`config.mk`:
```
export PLATFORM = sky130hd
export DESIGN_NAME = agregador_medidas_n_flat
export DESIGN_NICKNAME = d
export VERILOG_FILES = /design/src/rtl/agregador_medidas_n_if.sv /design/src/rtl/agregador_medidas_n.sv /design/src/flat_wrapper.sv
export SDC_FILE = /design/constraint.sdc
export NUM_CORES = 1
export LEC_CHECK = 0
export ABC_AREA = 1
export BUFFER_PORTS_ARGS = -buffer_cell sky130_fd_sc_hd__buf_4
export CORE_AREA = 2 2 97 136
export DETAILED_ROUTE_END_ITERATION = 8
export DIE_AREA = 0 0 99 138
export PLACE_DENSITY = 0.84
export SETUP_SLACK_MARGIN = 0.2
export SKIP_CTS_REPAIR_TIMING = 1
export SYNTH_ARGS = -nofsm -noshare
export SYNTH_HDL_FRONTEND = slang
export SYNTH_SLANG_ARGS = --single-unit
export TNS_END_PERCENT = 1
```
`constraint.sdc`:
```
create_clock -name clock -period 4 [get_ports clock]
set_input_delay 0.6 -clock clock [delete_from_list [all_inputs] [get_ports clock]]
set_output_delay 0.6 -clock clock [all_outputs]
set_load 0.03 [all_outputs]
```
`src/rtl/agregador_medidas_n_if.sv`:
```
// Bus bundle for agregador_medidas_n: start/strobe/measurement inputs and the
// registered result outputs of one measure/classify round.
//   master: drives iniciar, medidas, validos; observes the results
//   slave : the aggregator itself
interface agregador_medidas_n_if #(
    parameter int unsigned NCH = 3,
    parameter int unsigned W   = 12
);
    logic             iniciar;
    logic [NCH*W-1:0] medidas;
    logic [NCH-1:0]   validos;
    logic [W-1:0]     media;
    logic [1:0]       classe;
    logic             descartar;
    logic [NCH-1:0]   canais_ok;
    logic             pronto;
    logic             ocupado;
    logic [3:0]       db_estado;

    modport master (
        output iniciar, medidas, validos,
        input  media, classe, descartar, canais_ok, pronto, ocupado, db_estado
    );

    modport slave (
        input  iniciar, medidas, validos,
        output media, classe, descartar, canais_ok, pronto, ocupado, db_estado
    );
endinterface

```
`src/rtl/agregador_medidas_n.sv`:
```
// agregador_medidas_n: collects one distance per channel from NCH sensors
// (with a timeout), averages the captured channels with a sequential
// restoring divider, checks their spread and classifies the mean.
//
// Ports:
//   clock   system clock
//   zera_n  synchronous reset, active low
//   bus     agregador_medidas_n_if.slave
//           in : iniciar, medidas[NCH*W] (ch i at [i*W +: W]), validos[NCH]
//           out: media[W], classe[2], descartar, canais_ok[NCH], pronto,
//                ocupado, db_estado[4]
//
// Optional feature macro: DESCARTE_EXTREMOS_EN
//   When defined, an AJUSTA cycle drops the min and max sample from the
//   average whenever at least 3 channels were captured.
module agregador_medidas_n #(
    parameter int unsigned NCH          = 3,
    parameter int unsigned W            = 12,
    parameter int unsigned TIMEOUT      = 1000,
    parameter int unsigned MIN_CANAIS   = 2,
    parameter int unsigned TOL          = 20,
    parameter int unsigned LIMIAR_BAIXO = 100,
    parameter int unsigned LIMIAR_ALTO  = 300
) (
    input  logic                  clock,
    input  logic                  zera_n,
    agregador_medidas_n_if.slave  bus
);
    localparam int unsigned CW    = $clog2(NCH + 1);
    localparam int unsigned CW1   = CW + 1;
    localparam int unsigned SW    = W + CW;
    localparam int unsigned IW    = (NCH > 1) ? $clog2(NCH) : 1;
    localparam int unsigned CTMAX = (TIMEOUT > W) ? TIMEOUT : W;
    localparam int unsigned CTW   = (CTMAX > 1) ? $clog2(CTMAX) : 1;

    typedef enum logic [3:0] {
        OCIOSO     = 4'd0,
        ESPERA     = 4'd1,
        ACUMULA    = 4'd2,
        AJUSTA     = 4'd3,
        DIVIDE     = 4'd4,
        CLASSIFICA = 4'd5,
        FIM        = 4'd6
    } estado_t;

    estado_t          state_q, state_d;
    logic [W-1:0]     cap_q [NCH];
    logic [W-1:0]     cap_d [NCH];
    logic [NCH-1:0]   capv_q, capv_d;
    logic [CTW-1:0]   ctr_q, ctr_d;
    logic [IW-1:0]    idx_q, idx_d;
    logic [SW-1:0]    sum_q, sum_d;
    logic [CW-1:0]    cnt_q, cnt_d;
    logic [CW-1:0]    dvs_q, dvs_d;
    logic [W-1:0]     min_q, min_d;
    logic [W-1:0]     max_q, max_d;
    logic [CW-1:0]    rem_q, rem_d;
    logic [W-1:0]     quo_q, quo_d;

    logic [W-1:0]     media_q, media_d;
    logic [1:0]       classe_q, classe_d;
    logic             descartar_q, descartar_d;
    logic [NCH-1:0]   canais_ok_q, canais_ok_d;
    logic             pronto_q, pronto_d;
    logic             ocupado_q, ocupado_d;
    logic [3:0]       db_estado_q, db_estado_d;

    logic [CW1-1:0]   trial_c;
    logic             qbit_c;
    logic [W-1:0]     media_c;
    logic             desc_c;
    logic [W-1:0]     amostra_c;

    // State and datapath registers
    always_ff @(posedge clock) begin
        if (!zera_n) begin
            state_q     <= OCIOSO;
            cap_q       <= '{default: '0};
            capv_q      <= '0;
            ctr_q       <= '0;
            idx_q       <= '0;
            sum_q       <= '0;
            cnt_q       <= '0;
            dvs_q       <= '0;
            min_q       <= '0;
            max_q       <= '0;
            rem_q       <= '0;
            quo_q       <= '0;
            media_q     <= '0;
            classe_q    <= 2'b00;
            descartar_q <= 1'b0;
            canais_ok_q <= '0;
            pronto_q    <= 1'b0;
            ocupado_q   <= 1'b0;
            db_estado_q <= 4'd0;
        end else begin
            state_q     <= state_d;
            cap_q       <= cap_d;
            capv_q      <= capv_d;
            ctr_q       <= ctr_d;
            idx_q       <= idx_d;
            sum_q       <= sum_d;
            cnt_q       <= cnt_d;
            dvs_q       <= dvs_d;
            min_q       <= min_d;
            max_q       <= max_d;
            rem_q       <= rem_d;
            quo_q       <= quo_d;
            media_q     <= media_d;
            classe_q    <= classe_d;
            descartar_q <= descartar_d;
            canais_ok_q <= canais_ok_d;
            pronto_q    <= pronto_d;
            ocupado_q   <= ocupado_d;
            db_estado_q <= db_estado_d;
        end
    end

    // Next-state and datapath logic
    always_comb begin
        state_d     = state_q;
        cap_d       = cap_q;
        capv_d      = capv_q;
        ctr_d       = ctr_q;
        idx_d       = idx_q;
        sum_d       = sum_q;
        cnt_d       = cnt_q;
        dvs_d       = dvs_q;
        min_d       = min_q;
        max_d       = max_q;
        rem_d       = rem_q;
        quo_d       = quo_q;
        media_d     = media_q;
        classe_d    = classe_q;
        descartar_d = descartar_q;
        canais_ok_d = canais_ok_q;
        pronto_d    = 1'b0;
        trial_c     = '0;
        qbit_c      = 1'b0;
        media_c     = '0;
        desc_c      = 1'b0;
        amostra_c   = cap_q[idx_q];

        case (state_q)
            OCIOSO: begin
                if (bus.iniciar) begin
                    state_d = ESPERA;
                    cap_d   = '{default: '0};
                    capv_d  = '0;
                    ctr_d   = '0;
                end
            end

            ESPERA: begin
                // First strobe per channel wins; later strobes are ignored
                for (int i = 0; i < NCH; i++) begin
                    if (bus.validos[i] && !capv_q[i]) begin
                        capv_d[i] = 1'b1;
                        cap_d[i]  = bus.medidas[i*W +: W];
                    end
                end
                ctr_d = ctr_q + CTW'(1);
                if ((&capv_d) || (ctr_q == CTW'(TIMEOUT - 1))) begin
                    state_d = ACUMULA;
                    idx_d   = '0;
                    sum_d   = '0;
                    cnt_d   = '0;
                    min_d   = '0;
                    max_d   = '0;
                end
            end

            ACUMULA: begin
                if (capv_q[idx_q]) begin
                    sum_d = sum_q + SW'(amostra_c);
                    cnt_d = cnt_q + CW'(1);
                    // The first valid sample seeds both extremes
                    if ((cnt_q == '0) || (amostra_c < min_q)) min_d = amostra_c;
                    if ((cnt_q == '0) || (amostra_c > max_q)) max_d = amostra_c;
                end
                dvs_d = cnt_d;
                idx_d = idx_q + IW'(1);
                if (idx_q == IW'(NCH - 1)) begin
`ifdef DESCARTE_EXTREMOS_EN
                    state_d = AJUSTA;
`else
                    state_d = DIVIDE;
`endif
                end
            end

`ifdef DESCARTE_EXTREMOS_EN
            AJUSTA: begin
                // Only the divisor path is trimmed; cnt/min/max stay full-set
                if (32'(cnt_q) >= 32'd3) begin
                    sum_d = sum_q - SW'(min_q) - SW'(max_q);
                    dvs_d = cnt_q - CW'(2);
                end
                state_d = DIVIDE;
            end
`endif

            DIVIDE: begin
                // One restoring step per cycle; quo_q shifts dividend out, quotient in
                trial_c = {rem_q, quo_q[W-1]};
                if (trial_c >= CW1'(dvs_q)) begin
                    rem_d  = CW'(trial_c - CW1'(dvs_q));
                    qbit_c = 1'b1;
                end else begin
                    rem_d  = CW'(trial_c);
                end
                quo_d = W'({quo_q, qbit_c});
                ctr_d = ctr_q + CTW'(1);
                if (ctr_q == CTW'(W - 1)) begin
                    state_d = CLASSIFICA;
                end
            end

            CLASSIFICA: begin
                media_c = (dvs_q == '0) ? '0 : quo_q;
                desc_c  = (32'(cnt_q) < MIN_CANAIS) ||
                          ((cnt_q != '0) && ((max_q - min_q) > W'(TOL)));
                media_d     = media_c;
                descartar_d = desc_c;
                canais_ok_d = capv_q;
                if (desc_c)                          classe_d = 2'b11;
                else if (media_c < W'(LIMIAR_BAIXO)) classe_d = 2'b01;
                else if (media_c > W'(LIMIAR_ALTO))  classe_d = 2'b10;
                else                                 classe_d = 2'b00;
                pronto_d = 1'b1;
                state_d  = FIM;
            end

            FIM: begin
                state_d = OCIOSO;
            end

            default: begin
                state_d = OCIOSO;
            end
        endcase

        // Divider preload: the quotient fits in W bits, so the bits of the sum
        // above W seed the remainder and only W steps are needed
        if ((state_d == DIVIDE) && (state_q != DIVIDE)) begin
            rem_d = CW'(sum_d >> W);
            quo_d = sum_d[W-1:0];
            ctr_d = '0;
        end

        ocupado_d   = (state_d != OCIOSO);
        db_estado_d = 4'(state_d);
    end

    assign bus.media     = media_q;
    assign bus.classe    = classe_q;
    assign bus.descartar = descartar_q;
    assign bus.canais_ok = canais_ok_q;
    assign bus.pronto    = pronto_q;
    assign bus.ocupado   = ocupado_q;
    assign bus.db_estado = db_estado_q;
endmodule

```
`src/flat_wrapper.sv`:
```
// flat-port wrapper written by rule: the top's interface ports become plain ports
module agregador_medidas_n_flat 
#(
    parameter int unsigned NCH          = 3,
    parameter int unsigned W            = 12,
    parameter int unsigned TIMEOUT      = 1000,
    parameter int unsigned MIN_CANAIS   = 2,
    parameter int unsigned TOL          = 20,
    parameter int unsigned LIMIAR_BAIXO = 100,
    parameter int unsigned LIMIAR_ALTO  = 300
)
  (clock, zera_n, bus_iniciar, bus_medidas, bus_validos, bus_media, bus_classe, bus_descartar, bus_canais_ok, bus_pronto, bus_ocupado, bus_db_estado);
  agregador_medidas_n_if #(.NCH(NCH), .W(W)) bus_i ();
  input  logic clock;
  input  logic zera_n;
  input wire logic [$bits(bus_i.iniciar)-1:0] bus_iniciar;
  input wire logic [$bits(bus_i.medidas)-1:0] bus_medidas;
  input wire logic [$bits(bus_i.validos)-1:0] bus_validos;
  output wire logic [$bits(bus_i.media)-1:0] bus_media;
  output wire logic [$bits(bus_i.classe)-1:0] bus_classe;
  output wire logic [$bits(bus_i.descartar)-1:0] bus_descartar;
  output wire logic [$bits(bus_i.canais_ok)-1:0] bus_canais_ok;
  output wire logic [$bits(bus_i.pronto)-1:0] bus_pronto;
  output wire logic [$bits(bus_i.ocupado)-1:0] bus_ocupado;
  output wire logic [$bits(bus_i.db_estado)-1:0] bus_db_estado;
  assign bus_i.iniciar = bus_iniciar;
  assign bus_i.medidas = bus_medidas;
  assign bus_i.validos = bus_validos;
  assign bus_media = bus_i.media;
  assign bus_classe = bus_i.classe;
  assign bus_descartar = bus_i.descartar;
  assign bus_canais_ok = bus_i.canais_ok;
  assign bus_pronto = bus_i.pronto;
  assign bus_ocupado = bus_i.ocupado;
  assign bus_db_estado = bus_i.db_estado;
  agregador_medidas_n #(.NCH(NCH), .W(W), .TIMEOUT(TIMEOUT), .MIN_CANAIS(MIN_CANAIS), .TOL(TOL), .LIMIAR_BAIXO(LIMIAR_BAIXO), .LIMIAR_ALTO(LIMIAR_ALTO)) u_core (.clock(clock), .zera_n(zera_n), .bus(bus_i));
endmodule
```
==> reports/metrics.cfg, run 1 <==
[floorplanning]
io-pin-count=66
die_h_um=138
dieArea_um2=13700
row_count=49
core_area_um2=12600
initial_core_util_pct=63.0
die_w_um=99

[global_route]
grt_first_pass_wirelength_mm=34.3
grt_start_max_net_pins=53
first_global_vias=7499
gr-usage-all-layers_pct=30.5
gr-total-overflow=0
antenna_found_initial=0

[clocking]
clkLatencyLatePin_ns=0.42
htree_levels=4
clockRootBuffer=clkbuf_16
cts_sinks=131
cts.path.max_buffers=2
clkSlewWorstSetupHoldPaths_ns=0.06
cts_made_buffers=17
cts_tree=built

[final_layout]
fillers=1053
drive_gt1_share_pct=12.4
num_antenna_cells=0
postLayoutCoreUtil_pct=71.5
final_area_um2=8990
nets=1328
syn_to_final_growth_pct=13.5

[worst_setup_path]
worstSetupPathType=reg -> reg
path_max_fanout=16
cp.arrival_ns=3.47
cp-end-kind=register
rr_startpoint=u_core.idx_q[0]
required_ns=4.36
r2r_slack_ns=0.89
reg2regPathDepth=16
cp-start-kind=register
timing.rr.end=u_core.quo_q[9]

[routing]
remaining_drc_errors=0
wirelength_mm=20.8
vias=7924
drtIter0Drc=492
drtAntennaViolNets=0
wire_per_inst_um=14.9
viasPerCell=5.66
dr.pass1.iters=5

[placed_design]
placed_cell_area_um2=8430
place_congestion=0.970
hpwl_mm=15.1
portBuffers=65
pre_cts_slack_ns=0.959

[timing]
fin_crit_sh_pct=77.8
setup_slack_ns=0.890
slew_viol_final=0
min_period_ns=3.11
worst_pin_slew_ns=0.675
max_slew_margin_pct=54.8
rsz0062_at_grt=no
setup_viol=0
fin_skew_ns=0.00798
tns_ns=0
maxClockFrequency_mhz=322
timing.final.hold_violations=0

[min_path]
min_path_cells=3
hold_class=in -> reg
holdPathEnd=u_core.cap_q[0]
worst_hold_startpoint=bus_medidas[24]

[power_and_ir_drop]
p_leak_nw=4.17
ir_drop_mv=0.266
power_density_nw_per_um2=370

[flow_run]
cap_viol_max_count=0

[logic_synthesis]
synth-async-reset-ratio_pct=0
synthCells=1186
synth_cell_types=55
syn_nets=1281
yosysWarnings=0
seq_area_frac_synth_pct=33.1
synth-main-ff-cell=dfxtp_1
synth_seq_cells=131
synth_edf_count=0
avgSynthCellArea_um2=6.68
syn_area_um2=7920

[status]
status=complete, no violations

worst max-delay path, stage by stage, from the launching register on:
cell and delay, ns:
dfxtp_1 0.61, inv_2 0.22, or2_2 0.32, a32oi_1 0.29
inv_1 0.15, ha_1 0.32, nand2_1 0.07, nor2_1 0.04
nand2_1 0.08, nand3_1 0.16, nand2_1 0.11, nand2_1 0.09
nand2_1 0.06, nand2_1 0.05, o211ai_1 0.25, nand3_1 0.13
nand2_1 0.10
state kept, by name (all words and copies together), names as in the netlist, 3 cells and up:
register and count:
u_core.max_q 12, u_core.bus.canais_ok 3, u_core.cap_q 36, u_core.sum_q 14
u_core.bus.media 12, u_core.ctr_q 10, u_core.capv_q 3, u_core.bus.db_estado 4
u_core.min_q 12, u_core.quo_q 12
report_power, final:
| group | internal [mW] | total, mW | switching (mW) | leakage, nW |
|---|---|---|---|---|
| clock | 0.825 | 1.47 | 0.644 | 0.270 |
| combinational | 0.180 | 0.478 | 0.299 | 2.84 |
| sequential | 1.35 | 1.38 | 0.0298 | 1.06 |
| total | 2.35 | 3.32 | 0.973 | 4.17 |
per-stage QoR:
step | instances | power [mW] | hold slack [ns]
after global placement | 1367 | 1.86 | 0.461
after detailed placement | 1367 | 1.87 | 0.469
final | 1399 | 3.32 | 0.403
after floorplan | 1186 | 1.74 | 0.436
after CTS | 1399 | 3.32 | 0.403
after global routing | 1399 | 3.46 | 0.423
layer usage:
metal / vias to the layer above / share of wire, % / GRT usage [%]
met5: - / 0 / 0
met4: 0 / 4.2 / 13.8
met3: 74 / 5.0 / 5.16
met2: 274 / 51 / 54.4
met1: 3611 / 40 / 35.3
li1: 3965 / - / -
cells in the final DEF (no fill, tap or decap), types with 10 or more instances in the layout:
cell,count
clkbuf_16,17
ha_1,51
nand3_1,82
o21ai_0,85
buf_4,69
a21oi_1,108
nand2_1,264
dfxtp_1,131
inv_1,145
nor3_1,10
nor2_1,147
a21oi_2,10
how the worst max path moves through the flow:
| stage | startpoint | endpoint | slack (ns) | cells after the start |
|---|---|---|---|---|
| floorplan | u_core.idx_q[0] | u_core.max_q[11] | 1.52 | 15 |
| global placement | u_core.idx_q[0] | u_core.max_q[9] | 0.99 | 15 |
| detailed placement | u_core.idx_q[0] | u_core.max_q[10] | 0.96 | 15 |
| CTS | u_core.idx_q[0] | u_core.max_q[9] | 0.92 | 15 |
| global route | u_core.idx_q[0] | u_core.max_q[10] | 0.58 | 15 |
| finish | u_core.idx_q[0] | u_core.quo_q[9] | 0.89 | 16 |
layout make-up:
cell class	count	area (µm²)	share of cell area, %
multi-input cells	861	4520	50.3
clock buffers	18	439	4.89
inverters	153	579	6.44
clock inverters	14	119	1.32
repair buffers	69	518	5.76
flip-flops and latches	131	2620	29.2
well taps	153	191	2.13
cells by family after synthesis:
logic type	after synthesis	synth area share, %
and+or+nand+nor	554	30.5
other	1	0.0474
DFF	131	33.1
xor gates and xnor gates	5	0.553
AOI/OAI and AO/OA	248	17.4
adders and majority gates	53	8.56
buffers and inverters	194	9.81
cell usage after synthesis (3+ instances only):
cell       count  area, µm²
ha_1          51        638
o21ai_0       85        425
o2bb2ai_1      3       26.3
a211oi_1       3       22.5
dfxtp_1      131       2620
o21ai_1        8       40.0
nand2_2        8       50.1
o211ai_1       3       22.5
inv_2          5       18.8
nor2_4         4       45.0
inv_1        145        544
nor3_1        10       50.1
nand3_1       82        410
nand4_1        8       50.1
a21oi_1      108        541
buf_2          7       35.0
o21bai_1       3       22.5
nor2_2         3       18.8
or2_2          8       50.1
a21oi_2       10       87.6
clkbuf_1      28        105
o22ai_1        3       18.8
nor3_2         3       30.0
a31oi_1        6       37.5
o31ai_1        3       22.5
nand2_1      264        991
nand3b_1       4       30.0
nor2_1       147        552
xnor2_1        3       26.3
nand3_2        3       30.0
Power figures use the tool's default switching activity.
==> inputs of run 2 (changes only) <==
- CORE_AREA: 2 2 97 136 -> 2 2 105 147
- DIE_AREA: 0 0 99 138 -> 0 0 107 149
- PLACE_DENSITY: 0.84 -> 0.76
- clock period: 4 -> 2.5 ns (I/O delays scaled with it)
==> run 2 against run 1 <==
Design area grew 9.5%; clock power up 65%; count of clock-buffer cells in the layout rose by 5; sequential share of layout area decreased by 2.5 points; non-clock buffer count increased by 51; die area up 17%; critical path depth shrank 2; combinational power rose by 86%; routed wire length rose by 6.5%; sequential power increased by 59%; flip-flop and latch count stayed put; utilization fell by 4.9 points; highest routed layer unchanged.
==> reports/metrics.cfg, run 2 (same netlist as run 1, synthesis figures left out) <==
[status]
status=complete, no violations

[routing]
wirelength_mm=22.2
vias=8174
viasPerCell=5.50
remaining_drc_errors=0
drtIter0Drc=524
wire_per_inst_um=14.9
drtAntennaViolNets=0
dr.pass1.iters=7

[global_route]
gr-total-overflow=0
first_global_vias=7731
grt_first_pass_wirelength_mm=35.3
grt_start_max_net_pins=44
antenna_found_initial=0
gr-usage-all-layers_pct=27.7

[power_and_ir_drop]
ir_drop_mv=0.485
power_density_nw_per_um2=560
p_leak_nw=4.50

[placed_design]
place_congestion=0.908
placed_cell_area_um2=8820
hpwl_mm=15.8
portBuffers=65

[final_layout]
regMostFlops=u_core.cap_q
largest_register_ffs=36
num_antenna_cells=0
nets=1379
syn_to_final_growth_pct=24.3
largestRegisters=u_core.cap_q: 36 flops, u_core.sum_q: 14 flops
final_common_cell=nand2_1
layout_common_cells=nand2_1, inv_1, nor2_1, dfxtp_1, buf_4
drive_gt1_share_pct=21.1
final_area_um2=9850

[timing]
fin_skew_ns=0.00860
worst_pin_slew_ns=0.578
rsz0062_at_grt=yes
maxClockFrequency_mhz=408
holdWs_ns=0.179
fin_crit_sh_pct=98.0
setup_viol=0
slew_viol_final=0
timing.final.hold_violations=0
min_period_ns=2.45
max_slew_margin_pct=61.4

[clocking]
cts.path.max_buffers=2
clockRootBuffer=clkbuf_16
clkSlewWorstSetupHoldPaths_ns=0.06
htree_levels=4
clkLatencyLatePin_ns=0.42
cts_made_buffers=17
cts_sinks=131
cts_tree=built

[worst_setup_path]
rr_startpoint=u_core.idx_q[0]
required_ns=2.84
timing.rr.end=u_core.max_q[0]
cp-end-kind=register
path_max_fanout=11
reg2regPathDepth=14
worstSetupPathType=reg -> reg
cp-start-kind=register
cp.arrival_ns=2.79
r2r_slack_ns=0.05

[flow_run]
cap_viol_max_count=0

[floorplanning]
core_area_um2=14800
dieArea_um2=15900
initial_core_util_pct=53.5
io-pin-count=66
row_count=53
die_h_um=149
die_w_um=107

[min_path]
hold_class=in -> reg
holdPathEnd=u_core.cap_q[11]
min_path_cells=3
worst_hold_startpoint=bus_medidas[35]

run 2: changes by cell type in the layout (fill, tap and decap cells not counted), moves of 13 or more:
cell | previous run | this run
o21ai_0 | 85 | 72
nand3_2 | 3 | 16
nand3_1 | 82 | 69
nand2_2 | 8 | 26
nand2_1 | 264 | 246
buf_4 | 69 | 106
run 2: worst max-delay path by stage:
| stage | from | to | cells past startpoint |
|---|---|---|---|
| after floorplan | u_core.idx_q[1] | u_core.quo_q[10] | 15 |
| after global placement | u_core.idx_q[0] | u_core.max_q[5] | 15 |
| after detailed placement | u_core.idx_q[1] | u_core.quo_q[9] | 17 |
| after CTS | u_core.idx_q[1] | u_core.quo_q[9] | 15 |
| after global routing | u_core.idx_q[0] | u_core.max_q[0] | 14 |
| final | u_core.idx_q[0] | u_core.max_q[0] | 14 |
run 2: critical path: stages, from the launching register on:
cell and delay, ns:
dfxtp_4 0.37, buf_4 0.16, o21ai_1 0.17, o21ai_1 0.11, buf_4 0.18, ha_1 0.28
nand4_1 0.13, nor3_2 0.16, nand3_1 0.11, o22ai_2 0.17, nand2_2 0.10, buf_6 0.17
nand3_1 0.07, nand2_1 0.07, nor2_1 0.11
run 2: power by group:
group | switching, mW | total, mW | internal [mW]
registers | 0.0502 | 2.20 | 2.15
logic | 0.525 | 0.887 | 0.362
clock network | 0.874 | 2.42 | 1.55
total | 1.45 | 5.51 | 4.06
run 2: layer usage:
metal	up-vias	GRT usage, %	part of all wire (%)
met5	-	0	0
li1	4054	-	-
met2	259	51.5	51
met4	0	12.5	4.2
met1	3790	30.7	41
met3	71	4.19	3.8
run 2: per-stage QoR:
stage                     instances  setup WS [ns]  total power, mW  utilization [%]   TNS, ns
final                          1486         0.0508             5.51             66.6         0
after global routing           1486        -0.0674             5.74             66.6    -0.543
after CTS                      1476         -0.132             5.45             63.4    -0.243
after detailed placement       1447       -0.00635             3.04             59.6  -0.00635
after global placement         1447         0.0544             3.02             59.6         0
after floorplan                1186          0.168             2.79                -         0
run 2: layout make-up:
type / instances / area, µm²
well taps: 192 / 240
clock buffers: 23 / 448
flip-flops and latches: 131 / 2630
repair buffers: 120 / 971
fillers: 1263 / 4940
clock inverters: 6 / 108
inverters: 153 / 584
multi-input cells: 861 / 4870
==> inputs of run 3 (changes only) <==
- BUFFER_PORTS_ARGS: -buffer_cell sky130_fd_sc_hd__buf_4 -> -buffer_cell sky130_fd_sc_hd__buf_2
- CORE_AREA: 2 2 105 147 -> 2 2 100 140
- DIE_AREA: 0 0 107 149 -> 0 0 102 142
- GPL_TIMING_DRIVEN: not set -> 0
- PLACE_DENSITY: 0.76 -> 0.8
- clock period: 2.5 -> 2.73 ns (I/O delays scaled with it)
==> run 3 against run 2 <==
Flip-flop and latch count did not move; critical path type unchanged; via count rose by 5.9%; power fell by 7.5%; routed wire length rose by 14%; maximum frequency fell by 9.6%.
==> reports/metrics.cfg, run 3 (same netlist as run 1, synthesis figures left out) <==
[placed_design]
portBuffers=65
hpwl_mm=16.9
pre_cts_slack_ns=-0.578
place_congestion=0.975

[routing]
drtIter0Drc=710
remaining_drc_errors=0
viasPerCell=5.81
drtAntennaViolNets=0
vias=8656
dr.pass1.iters=8
wirelength_mm=25.2
wire_per_inst_um=16.9

[status]
status=complete, no violations

[power_and_ir_drop]
ir_drop_mv=0.482
power.total_mw=5.10
p_leak_nw=4.47
power_density_nw_per_um2=515

[clocking]
cts_made_buffers=17
cts.path.max_buffers=2
clockRootBuffer=clkbuf_16
clkLatencyLatePin_ns=0.43
clkSlewWorstSetupHoldPaths_ns=0.06
htree_levels=4
cts_tree=built
cts_sinks=131

[final_layout]
largest_register_ffs=36
syn_to_final_growth_pct=25.0
largestRegisters=u_core.cap_q: 36 flops, u_core.sum_q: 14 flops
regMostFlops=u_core.cap_q
drive_gt1_share_pct=20.2
layout_common_cells=nand2_1, inv_1, nor2_1, dfxtp_1, a21oi_1
num_antenna_cells=0
nets=1393
final_common_cell=nand2_1

[timing]
worst_pin_slew_ns=0.634
timing.final.hold_violations=0
maxClockFrequency_mhz=369
fin_crit_sh_pct=99.3
fin_skew_ns=0.00807
slew_viol_final=0
setup_slack_ns=0.0199
setup_viol=0
min_period_ns=2.71
rsz0062_at_grt=yes
max_slew_margin_pct=57.7

[global_route]
gr-total-overflow=0
antenna_found_initial=0
grt_start_max_net_pins=17
gr-usage-all-layers_pct=31.7
first_global_vias=7648
grt_first_pass_wirelength_mm=35.8

[worst_setup_path]
rr_startpoint=u_core.idx_q[1]
r2r_slack_ns=0.02
required_ns=3.05
reg2regPathDepth=16
worstSetupPathType=reg -> reg
path_max_fanout=10
timing.rr.end=u_core.max_q[11]
cp-start-kind=register
cp-end-kind=register
critPathLaunch=u_core.idx_q[1]
cp-endpoint=u_core.max_q[11]
cp.arrival_ns=3.03

[floorplanning]
core_area_um2=13300
io-pin-count=66
row_count=50
initial_core_util_pct=59.7
dieArea_um2=14500
die_w_um=102
die_h_um=142

[flow_run]
cap_viol_max_count=0

[min_path]
hold_class=in -> reg

-- run 3: final cells by class --
type,count,area (µm²)
Tap cell,182,228
Buffer,41,262
Clock inverter,9,110
Fill cell,1022,3370
Timing Repair Buffer,93,602
Inverter,153,589
Sequential cell,131,2630
Clock buffer,20,447
Multi-Input combinational cell,861,5030
-- run 3: how the worst min path moves through the flow --
stage,cells past startpoint,start,endpoint,slack (ns)
after floorplan,2,u_core.cap_q[12],u_core.cap_q[12],0.44
after global placement,2,u_core.cap_q[12],u_core.cap_q[12],0.45
after global routing,3,bus_medidas[11],u_core.cap_q[35],0.23
final,3,bus_medidas[23],u_core.cap_q[23],0.20
after CTS,3,bus_medidas[10],u_core.cap_q[34],0.22
after detailed placement,2,u_core.cap_q[12],u_core.cap_q[12],0.47
-- run 3: stage by stage --
stage | util, % | hold WS [ns] | setup TNS [ns] | std cells | area [µm²]
final | 74.6 | 0.204 | 0 | 1490 | 9900
after global routing | 74.6 | 0.228 | 0 | 1490 | 9900
after CTS | 68.1 | 0.218 | -14.99 | 1462 | 9030
after detailed placement | 63.9 | 0.468 | -13.47 | 1433 | 8470
after global placement | 63.9 | 0.452 | -12.57 | 1433 | 8470
after floorplan | - | 0.436 | 0 | 1186 | 7920
-- run 3: per-layer routing --
metal  vias up  GRT usage [%]  routed length, µm
met4         0           20.4               1790
met3       133           4.52               1810
met2       469           55.6              12600
met5         -              0                  0
li1       4098              -                  -
met1      3956           35.1               9080
-- run 3: critical path: stages (launching register included) --
cell and delay, ns:
dfxtp_4 0.38, inv_8 0.05, nor2_4 0.21, buf_8 0.17
nand2_1 0.10, o21ai_4 0.12, buf_4 0.16, ha_1 0.23
a21oi_1 0.15, o21ai_0 0.12, nand2_1 0.14, nand2_1 0.09
o22ai_2 0.16, nand2_4 0.13, buf_12 0.18, a21oi_2 0.14
nor2_1 0.06
-- run 3: power breakdown --
group          internal (mW)  switching, mW  total (mW)
Sequential              1.97         0.0499        2.02
Clock                   1.35          0.870        2.22
Combinational          0.329          0.528       0.857
